$ cat src/rtl/mul_seq_ctrl.sv
// Sequential shift-add multiplier controller.
// Drives an external 64-bit adder one partial product per cycle.
module mul_seq_ctrl #(
  parameter int WIDTH = 32
) (
  input  logic               clk,
  input  logic               rst,
  input  logic               start,
  input  logic               is_signed,
  input  logic [WIDTH-1:0]   op_a,
  input  logic [WIDTH-1:0]   op_b,
  output logic               busy,
  output logic               done,
  output logic [2*WIDTH-1:0] product,
  output logic [63:0]        add_a,
  output logic [63:0]        add_b,
  output logic               add_cin,
  output logic               add_sub,
  input  logic [63:0]        add_s
);

  localparam int CW = (WIDTH > 2) ? $clog2(WIDTH) : 1;

  typedef enum logic [1:0] {
    IDLE,
    CALC,
    DONE
  } state_t;

  state_t        state, state_nx;
  logic [63:0]   p, m, p_nx, ext_a;
  logic [WIDTH-1:0] q;
  logic [CW-1:0] cnt;
  logic          sgn;
  logic          last;

  assign last    = (cnt == CW'(WIDTH - 1));
  assign busy    = (state == CALC);
  assign done    = (state == DONE);
  assign add_cin = 1'b0;

  // Multiplicand widened to adder width, signed or unsigned.
  always_comb begin
    ext_a = {{(64 - WIDTH){is_signed & op_a[WIDTH-1]}}, op_a};
  end

  // Partial product after this cycle's conditional add.
  always_comb begin
    p_nx = q[0] ? add_s : p;
  end

  // State register.
  always_ff @(posedge clk or posedge rst) begin
    if (rst) state <= IDLE;
    else     state <= state_nx;
  end

  // Next state and adder operand steering.
  always_comb begin
    state_nx = state;
    add_a    = '0;
    add_b    = '0;
    add_sub  = 1'b0;
    unique case (state)
      IDLE: begin
        if (start) state_nx = CALC;
      end
      CALC: begin
        add_a   = p;
        add_b   = m;
        add_sub = last & sgn & q[0];
        if (last) state_nx = DONE;
      end
      DONE: begin
        state_nx = IDLE;
      end
      default: state_nx = IDLE;
    endcase
  end

  // Datapath: operand capture, shift-add iteration, result load.
  always_ff @(posedge clk or posedge rst) begin
    if (rst) begin
      p       <= '0;
      m       <= '0;
      q       <= '0;
      cnt     <= '0;
      sgn     <= 1'b0;
      product <= '0;
    end else begin
      unique case (state)
        IDLE: begin
          if (start) begin
            p   <= '0;
            m   <= ext_a;
            q   <= op_b;
            cnt <= '0;
            sgn <= is_signed;
          end
        end
        CALC: begin
          p   <= p_nx;
          m   <= m << 1;
          q   <= q >> 1;
          cnt <= cnt + CW'(1);
          if (last) product <= p_nx[2*WIDTH-1:0];
        end
        default: ;
      endcase
    end
  end

endmodule

$ cat config.mk
export PLATFORM = sky130hd
export DESIGN_NAME = mul_seq_ctrl
export DESIGN_NICKNAME = d
export VERILOG_FILES = /design/src/rtl/mul_seq_ctrl.sv
export SDC_FILE = /design/constraint.sdc
export NUM_CORES = 1
export LEC_CHECK = 0
export ABC_CLOCK_PERIOD_IN_PS = 9600
export CAP_MARGIN = 20
export CORE_MARGIN = 3
export CORE_UTILIZATION = 39
export DETAILED_ROUTE_END_ITERATION = 8
export GPL_ROUTABILITY_DRIVEN = 1
export PLACE_DENSITY = 0.69
export SYNTH_ARGS = -nofsm -noshare
export SYNTH_HDL_FRONTEND = slang
export SYNTH_SLANG_ARGS = --single-unit
$ cat constraint.sdc
create_clock -name clk -period 9.6 [get_ports clk]
set_input_delay 2.4 -clock clk [delete_from_list [all_inputs] [get_ports clk]]
set_output_delay 2.4 -clock clk [all_outputs]
set_load 0.01 [all_outputs]
======== Word-level counts from Yosys, hierarchy flattened ========
Cells that the tools add are included.
word-level totals
  logic and storage cells ................. 37
  flip-flop bits (word level) ............. 232
  bits in read-only memories .............. 0
  bits of input ports ..................... 132
  memories ................................ 0
  latch bits .............................. 0
  memory bits (writable) .................. 0
cells by class
  shifts and indexed selects .............. 0
  multiply operators ...................... 0
  div/mod/pow operators ................... 0
  eq/ne operators ......................... 5
  $add $sub $neg .......................... 1
  reductions and logical operators ........ 6
  order comparisons ....................... 0
  multiplexer cells ....................... 15
  bitwise logic cells ..................... 3
operator list
  operator                                                               number
  64-bit 2-to-1 mux                                                      5
  64-bit one-hot mux with 2 select lines                                 2
  32-bit one-hot mux with 2 select lines                                 1
  32-bit 2-to-1 mux                                                      1
  5-bit one-hot mux with 2 select lines                                  1
  2-bit AND reduction                                                    4
  5-bit by 1-bit adder with 5-bit output, second input constant          1
  5-bit equality test, second input constant                             1
  5-bit 2-to-1 mux                                                       1
  2-bit 2-to-1 mux                                                       2
  2-bit one-hot mux with 2 select lines                                  1
  1-bit bitwise AND                                                      3
  2-bit by 1-bit equality test with 1-bit output, second input constant  1
  2-bit equality test, second input constant                             1
  2-bit logical NOT                                                      1
  2-bit by 1-bit != test with 1-bit output, second input constant        1
  2-bit != test, second input constant                                   1
  2-bit nonzero test                                                     1
  1-bit 2-to-1 mux                                                       1

======== Longest topological paths before layout ========
Gate-level depths: netlist of the first run.
  depth in word-level cells ............... 4
  depth in mapped cells ................... 9
  gate-level depth less buffers ........... 6

======== Worst setup path before layout of the first run ========
No wires, ideal clock.
  path kind ............................... register -> output
  start point ............................. reg cnt[0]
  end point ............................... out add_sub
  cell stages (with the launch flop) ...... 9
  data arrival time ....................... 1.603 ns
  setup slack ............................. 5.597 ns
  required time ........................... 7.200 ns
  path buffers ............................ 2
  path through ............................ dfrtp_1 > ha_1 > and3_1 > ha_1 > nand3b_1 > buf_4 > buf_4 > inv_1 > and3_1
on the way
  longest elaborated chain between the ends .. 4
ends and longest elaborated chain
  what                            line  RTL
  start, declared                 33    logic [CW-1:0] cnt;
  start signal, assigned          105   cnt <= cnt + CW'(1);
  5-bit equality test             37    assign last = (cnt == CW'(WIDTH - 1));
  1-bit bitwise AND (2 in a row)  71    add_sub = last & sgn & q[0];
  1-bit 2-to-1 mux                64    unique case (state)
  end, declared                   18    output logic add_sub,
Every way passes these cells.

======== Worst setup path after layout of the first run ========
  start point ............................. reg state[1]
  end point ............................... out add_b[59]
on the way
  longest elaborated chain between the ends .. 2
ends and longest elaborated chain
  what                                            line  RTL
  start, declared                                 30    state_t state, state_nx;
  start signal, assigned                          55    else state <= state_nx;
  2-bit by 1-bit equality test with 1-bit output  64
  64-bit 2-to-1 mux                               64
  end, declared                                   16    output logic [63:0] add_b,
Every way passes these cells.

==> flow_summary.ini, run 1 <==
[status]
outcome = finished clean

[cts]
cts_tree = built
clk_pin_slew_ns = 0.06
cts_root_buf = clkbuf_16
htreeDepth = 1
insertion_delay_ns = 0.53
cts_made_buffers = 27
cts_setup_buffers = 0
clockBufferDepth = 3
cts_hold_repair.buffers = 0
cts_resized = 0
cts.sinks = 232

[global_route]
grt.overflow.total = 0
grt_use_total = 0.2025
antenna_found_initial = 0
grt_max_degree = 124
grt_pass1_wl_mm = 47.39
grt_pass1_vias = 8437

[setup_path]
crit_top_cell = buf_4
arrival_ns = 3.57
cp_slowest_cell = nor2b_4
path_max_fanout = 90
r2r_end = p[49]
critPathCaptureType = output pin
reg2regPathDepth = 6
start_kind = register
r2r_start = state[1]
required_ns = 7.20
critPathMaxStageDelay_ns = 0.75
cp_num_cells = 5
crit_family = buffers and inverters
path_buf_inv = 3
crit_type = reg2out
reg2reg_slack_ns = 6.00
crit_chain = buf_4 > nor2b_4 > buf_4 > and2_1 > clkdlybuf4s50_1

[yosys]
postSynthNetCount = 1093
synth_area_sq_um = 10460
synth-seq-cells = 232
yosys_most_used_dff = dfrtp_1
synth_edf_count = 0
synth_cell_types = 32
ys_async_sr_fraction = 1.000
yosys-top-cells-area = dfrtp_1, and2_1, mux2i_1
yosysWarnings = 0
synth_top_area_frac = 0.5550
yosysTopAreaCell = dfrtp_1
ys_seq_area_frac = 0.5550
avgSynthCellArea_sq_um = 10.91
synthCells = 959

[placement]
post-dp-hpwl_mm = 19.72
io_buffers = 326
placed_cell_area_sq_um = 13730
gp_congestion = 0.7930

[hold_path]
hp-class = reg2reg
min_to = product[41]
min-delay-start = product[41]
min_delay_path_depth = 2

[finish]
layout_commonest_cell = clkdlybuf4s50_1
design_area_sq_um = 14540
drive_gt1_frac = 0.04618
n_antenna_cell = 0
fill_cells = 2300
finish.net_count = 1372
mostFrequentLayoutCells = clkdlybuf4s50_1, dfrtp_1, and2_1, nand2_1, o21ai_0
synthToLayoutAreaGrowth_pct = 39.00

[die]
dieArea_sq_um = 28830
initial_core_util = 0.3992
die_w_um = 169.8
die_h_um = 169.8
row_count = 59
io_pins = 328
fp.coreArea_sq_um = 26210

[timing]
tightest_slew_ns = 0.9412
slew_headroom = 0.3725
setup_viol = 0
period_share = 0.6216
fmax_ghz = 0.1676
fin_crit_ns = 5.967
tns_ns = 0
finClkSkew_ns = 0.01327
finalHoldViolCount = 0
rsz0062_at_grt = no
slew_violations = 0

[route]
ant_nets = 0
drt-initial-drc-count = 632
via_count = 8409
drc = 0
dr.pass1.iters = 5
vias_per_cell = 5.285
wirelength_mm = 30.30
routedWlPerCell_um = 19.05

[power]
vdd_drop_max_mv = 0.1420
leakagePower_uw = 0.006423
p_per_area_nw_per_um2 = 345.0

[flow_run]
maxCapViolations = 0
power by group:
| part | switching (uW) | leakage, uW | internal (uW) |
|---|---|---|---|
| clock network | 397 | 0.000383 | 535 |
| registers | 304 | 0.00289 | 1410 |
| logic | 1080 | 0.00315 | 1290 |
| total | 1780 | 0.00642 | 3240 |
routing by layer:
metal  GRT usage  vias to the layer above  wire length [um]  part of all wire
met5           0                        -                 0                 0
met4     0.05441                        0               775             0.026
met3     0.04589                       47              2052             0.068
met2      0.3292                      266             14360              0.47
met1      0.2748                     4163             13120              0.43
li1            -                     3933                 -                 -
cell type report:
cell class              count  area (sq um)  area share
clock buffers              42         752.0     0.05171
clock inverters             5         32.53    0.002237
inverters                   3         18.77    0.001291
multi-input cells         635          4126      0.2838
flip-flops and latches    232          5812      0.3997
well taps                 335         419.2     0.02882
repair buffers            339          3381      0.2325
worst max-delay path by stage:
stage | start | to | slack [ns]
2_1_floorplan | rst | cnt[0] | 0.84
3_3_place_gp | state[1] | add_a[13] | 4.12
3_5_place_dp | state[1] | add_b[33] | 4.11
4_1_cts | state[1] | add_b[33] | 3.54
5_1_grt | state[1] | add_b[33] | 3.33
6_report | state[1] | add_b[59] | 3.63
metrics by stage:
stage	utilization	hold slack, ns	total power (uW)	setup WS (ns)	cells
after floorplan	-	0.4418	2961	0.8387	959
after global placement	0.5239	0.4601	4081	4.124	1543
after detailed placement	0.5239	0.4672	4121	4.110	1543
after CTS	0.5538	0.4801	5072	3.539	1590
after global routing	0.5549	0.4958	5346	3.328	1591
final	0.5549	0.4750	5017	3.633	1591
worst register-to-register path: cells and delay by family (launching register included):
family / cells / cell delay, ns
compound gates: 1 / 0.33
flops: 1 / 0.38
buf+inv: 3 / 1.63
simple gates: 2 / 1.20
state kept, by name, indices dropped and copies added (netlist names):
| name | count |
|---|---|
| cnt | 5 |
| m | 64 |
| p | 64 |
| product | 64 |
| q | 32 |
| sgn | 1 |
| state | 2 |
cell usage after synthesis (2+ instances only):
cell,count
a22o_1,68
nand3b_1,2
buf_2,37
a211o_1,32
clkbuf_1,15
nor2_1,3
o21ai_1,6
and3_1,3
buf_6,15
clkbuf_2,9
ha_1,2
a22oi_1,61
dfrtp_1,232
o21bai_1,2
nand2_1,127
and2_1,130
mux2i_1,65
buf_4,12
a21oi_1,4
inv_1,3
nor2b_1,2
o21ai_0,119
cell families (layout without fill, tap and decap cells):
kind of cell	Yosys count	count (layout)	share of synthesized area
other	1	1	0.0003585
adders and majority gates	2	2	0.002392
and+or+nand+nor	271	271	0.1324
AOI/OAI and AO/OA	295	295	0.1930
buffers and inverters	92	389	0.05358
muxes	66	66	0.06327
DFF	232	232	0.5550
Note: power is estimated with default switching activity, not from simulation.
==> inputs of run 2 (changes only) <==
Settings changed: ABC_CLOCK_PERIOD_IN_PS 9600 to 6100.
Clock period 9.6 ns to 6.1 ns, I/O delays scaled along.
==> flow_summary.ini, run 2 (synthesis gave the netlist of run 1 again) <==
[power]
p_int_uw = 5181
vdd_drop_max_mv = 0.3094
power_frac_seq = 0.335
p_per_area_nw_per_um2 = 544.9
p_clk_frac = 0.193
swShare = 0.3504
power_switching_uw = 2794
combPwrFrac = 0.473
leakagePower_uw = 0.006462
power.total_uw = 7976

[setup_path]
arrival_ns = 2.90
required_ns = 4.58
path_max_fanout = 94
r2r_end = p[53]
r2r_start = state[1]
crit_type = reg2out
critPathCaptureType = output pin
reg2reg_slack_ns = 3.35
reg2regPathDepth = 4
start_kind = register

[die]
die_w_um = 169.8
die_h_um = 169.8
fp.coreArea_sq_um = 26210
io_pins = 328
row_count = 59
dieArea_sq_um = 28830
initial_core_util = 0.3992

[route]
drc = 0
vias_per_cell = 5.255
dr.pass1.iters = 5
ant_nets = 0
drt-initial-drc-count = 680
wirelength_mm = 29.80
via_count = 8361
routedWlPerCell_um = 18.73

[global_route]
grt_use_total = 0.1987
grt_pass1_wl_mm = 46.76
grt_max_degree = 121
antenna_found_initial = 0
grt_pass1_vias = 8396
grt.overflow.total = 0

[hold_path]
min-delay-start = product[25]
min_to = product[25]
min_delay_path_depth = 2
hp-class = reg2reg

[cts]
insertion_delay_ns = 0.53
cts_setup_buffers = 0
cts_hold_repair.buffers = 0
cts_resized = 0
cts_made_buffers = 27
clockBufferDepth = 3
cts.sinks = 232
cts_root_buf = clkbuf_16
cts_tree = built
clk_pin_slew_ns = 0.06
htreeDepth = 1

[finish]
drive_gt1_frac = 0.05096
final_cells = 1591
n_antenna_cell = 0
mostFrequentLayoutCells = clkdlybuf4s50_1, dfrtp_1, and2_1, nand2_1, o21ai_0
synthToLayoutAreaGrowth_pct = 39.91
finish.net_count = 1372
largestRegisters = m x64, p x64, product x64
layout_commonest_cell = clkdlybuf4s50_1

[status]
outcome = finished clean

[placement]
post-dp-hpwl_mm = 19.41
io_buffers = 326
place_worst_setup_slack_ns = 2.214
gp_congestion = 0.8219
dp_cells = 1544

[timing]
setup_ws_ns = 1.670
fmax_ghz = 0.2257
finalHoldViolCount = 0
period_share = 0.7262
holdWs_ns = 0.4761
slew_headroom = 0.2906
rsz0062_at_grt = no
tns_ns = 0
setup_viol = 0
fin_crit_ns = 4.430
tightest_slew_ns = 1.064
finClkSkew_ns = 0.01287
slew_violations = 0

[flow_run]
maxCapViolations = 0
## run 2: changes by cell type in the layout (fill, tap and decap cells not counted), sizes merged
cell,change
inv,-1
clkinvlp,+2
clkbuf,-3
bufinv,+1
clkinv,+1
## run 2: critical path, cell delays in order (launching register included)
cell	delay, ns
dfrtp_2	0.42
nor2b_4	0.74
buf_12	0.35
and2_1	0.23
clkdlybuf4s50_1	0.55
## run 2: worst max-delay path by stage
stage	start	end	depth (start not counted)
after floorplan	rst	cnt[0]	1
after global placement	start	m[41]	4
after detailed placement	state[1]	add_b[47]	4
after CTS	state[1]	add_b[60]	4
after global routing	state[1]	add_b[47]	4
final	state[1]	add_b[30]	4
## run 2: cell type report
| class | instances | area (sq um) |
|---|---|---|
| sequential | 232 | 5812 |
| tap | 335 | 419.2 |
| inverter | 3 | 15.01 |
| multi-input combinational | 635 | 4126 |
| timing repair buffer | 339 | 3418 |
| clock inverter | 8 | 75.07 |
| clock buffer | 39 | 770.7 |
| fill | 2287 | 11570 |
## run 2: power by group through the flow
| stage | logic [uW] | registers, uW | clock network [uW] |
|---|---|---|---|
| 2_1_floorplan | 2000 | 2660 | 0 |
| 3_3_place_gp | 3750 | 2670 | 0 |
| 3_5_place_dp | 3810 | 2690 | 0 |
| 4_1_cts | 3820 | 2670 | 1580 |
| 5_1_grt | 4100 | 2760 | 1650 |
| 6_report | 3770 | 2670 | 1540 |
## run 2: metal layers
metal	wire length, um	up-vias	track usage	share of wire
met4	913	0	0.06615	0.031
met5	0	-	0	0
met3	2206	56	0.05358	0.074
li1	-	3939	-	-
met2	13720	290	0.3098	0.46
met1	12960	4076	0.2702	0.43
## run 2: through the flow
step                cell area (sq um)    util
floorplan                       10470       -
global placement                13760  0.5252
detailed placement              13790  0.5262
CTS                             14640  0.5585
global route                    14640  0.5585
finish                          14640  0.5585
==> inputs of run 3 (changes only) <==
Settings changed: ABC_CLOCK_PERIOD_IN_PS 6100 to 3600, PLACE_DENSITY 0.69 to 0.72.
Clock period 6.1 ns to 3.6 ns, I/O delays scaled along.
==> flow_summary.ini, run 3 (synthesis gave the netlist of run 1 again) <==
[route]
drt-initial-drc-count = 630
via_count = 8418
vias_per_cell = 5.238
dr.pass1.iters = 7
wirelength_mm = 29.84
drc = 0
routedWlPerCell_um = 18.57
ant_nets = 0

[hold_path]
min-delay-start = product[15]
min_delay_path_depth = 2
min_to = product[15]
hp-class = reg2reg

[setup_path]
arrival_ns = 2.42
critPathCaptureType = output pin
r2r_end = product[20]
r2r_start = cnt[0]
crit_family = buffers and inverters
critPathMaxStageDelay_ns = 0.52
crit_type = reg2out
start_kind = register
reg2reg_slack_ns = 0.93
path_buf_inv = 2
cp_slowest_cell = clkdlybuf4s50_1
required_ns = 2.70
crit_chain = ha_1 > and3_1 > ha_1 > nand3b_1 > inv_1 > and3_1 > clkdlybuf4s50_1
reg2regPathDepth = 7
path_max_fanout = 5

[timing]
slew_headroom = 0.3531
finClkSkew_ns = 0.01517
slew_violations = 0
fmax_ghz = 0.3009
setup_viol = 0
finalHoldViolCount = 0
tightest_slew_ns = 0.9704
rsz0062_at_grt = no
period_share = 0.9233
fin_crit_ns = 3.324

[cts]
clk_pin_slew_ns = 0.06
cts_hold_repair.buffers = 0
cts_root_buf = clkbuf_16
cts_setup_buffers = 0
insertion_delay_ns = 0.52
clockBufferDepth = 3
cts_tree = built
cts_resized = 0
cts_made_buffers = 27
cts.sinks = 232
htreeDepth = 1

[global_route]
grt.overflow.total = 0
grt_use_met1 = 0.2719
grt_max_degree = 107
grt-busiest-layer = met2
met3_usage = 0.04868
grt_pass1_vias = 8552
grt_use_total = 0.2004
antenna_found_initial = 0
gr-usage-met2 = 0.3238
grt_pass1_wl_mm = 47.22

[die]
io_pins = 328
die_w_um = 169.8
die_h_um = 169.8
initial_core_util = 0.3992
dieArea_sq_um = 28830
row_count = 59
fp.coreArea_sq_um = 26210

[power]
leakagePower_uw = 0.006579
vdd_drop_max_mv = 0.4074
p_per_area_nw_per_um2 = 920.9

[finish]
layout_commonest_cell = clkdlybuf4s50_1
mostFrequentLayoutCells = clkdlybuf4s50_1, dfrtp_1, and2_1, nand2_1, o21ai_0
design_area_sq_um = 14850
synthToLayoutAreaGrowth_pct = 41.97
final_util = 0.5667
n_antenna_cell = 0
fill_cells = 2219
finish.net_count = 1386
largestRegisters = m x64, p x64, product x64
drive_gt1_frac = 0.06682

[flow_run]
maxCapViolations = 0

[placement]
io_buffers = 326
gp_congestion = 0.8020
post-dp-hpwl_mm = 20.09
placed_cell_area_sq_um = 13960

[status]
outcome = finished clean
==> run 3: changes by cell type in the layout (fill, tap and decap cells not counted) <==
cell	delta
inv_6	-1
buf_16	-1
clkbuf_1	-5
buf_12	+7
clkinvlp_4	+2
clkinv_2	+5
buf_4	+8
bufinv_16	+1
==> run 3: power by group <==
group	switching, uW	internal [uW]	total [uW]
Sequential	739	3770	4510
Clock	1080	1620	2700
Combinational	2950	3520	6470
==> run 3: area by class of cell <==
class / count / area, sq um / share of cell area
Sequential cell: 232 / 5812 / 0.3913
Tap cell: 335 / 419.2 / 0.02822
Timing Repair Buffer: 353 / 3591 / 0.2418
Clock inverter: 15 / 136.4 / 0.009183
Inverter: 3 / 15.01 / 0.001011
Clock buffer: 34 / 752.0 / 0.05063
Multi-Input combinational cell: 635 / 4126 / 0.2778
==> run 3: worst max-delay path by stage <==
stage | from | end | slack, ns | cells past startpoint
after floorplan | rst | cnt[0] | -0.34 | 1
after global placement | cnt[0] | add_sub | 0.84 | 7
after detailed placement | cnt[0] | add_sub | 0.81 | 7
after CTS | cnt[0] | add_sub | 0.24 | 7
after global routing | state[1] | add_b[53] | 0.19 | 4
final | cnt[0] | add_sub | 0.28 | 7
==> run 3: worst register-to-register path: stages, from the launching register on <==
cell and delay [ns]:
dfrtp_1 0.42, ha_1 0.24, and3_1 0.18, ha_1 0.20, nand3b_1 0.11, buf_4 0.27, buf_4 0.78, o21ai_0 0.29
==> run 3: metal layers <==
layer  vias to the layer above  routed length (um)
met1                      4099               12930
met5                         -                   0
met2                       301               13890
met4                         0                 809
li1                       3962                   -
met3                        56                2207
==> run 3: metrics by stage <==
stage / TNS (ns) / std cells / total power, uW / worst slack [ns] / hold WS [ns]
after floorplan: -77.94 / 959 / 7897 / -0.3359 / 0.4418
after global placement: 0 / 1558 / 10940 / 0.8372 / 0.4610
after detailed placement: 0 / 1558 / 11060 / 0.8081 / 0.4674
after CTS: 0 / 1607 / 13830 / 0.2444 / 0.4808
after global routing: 0 / 1607 / 14600 / 0.1868 / 0.4960
final: 0 / 1607 / 13680 / 0.2761 / 0.4757
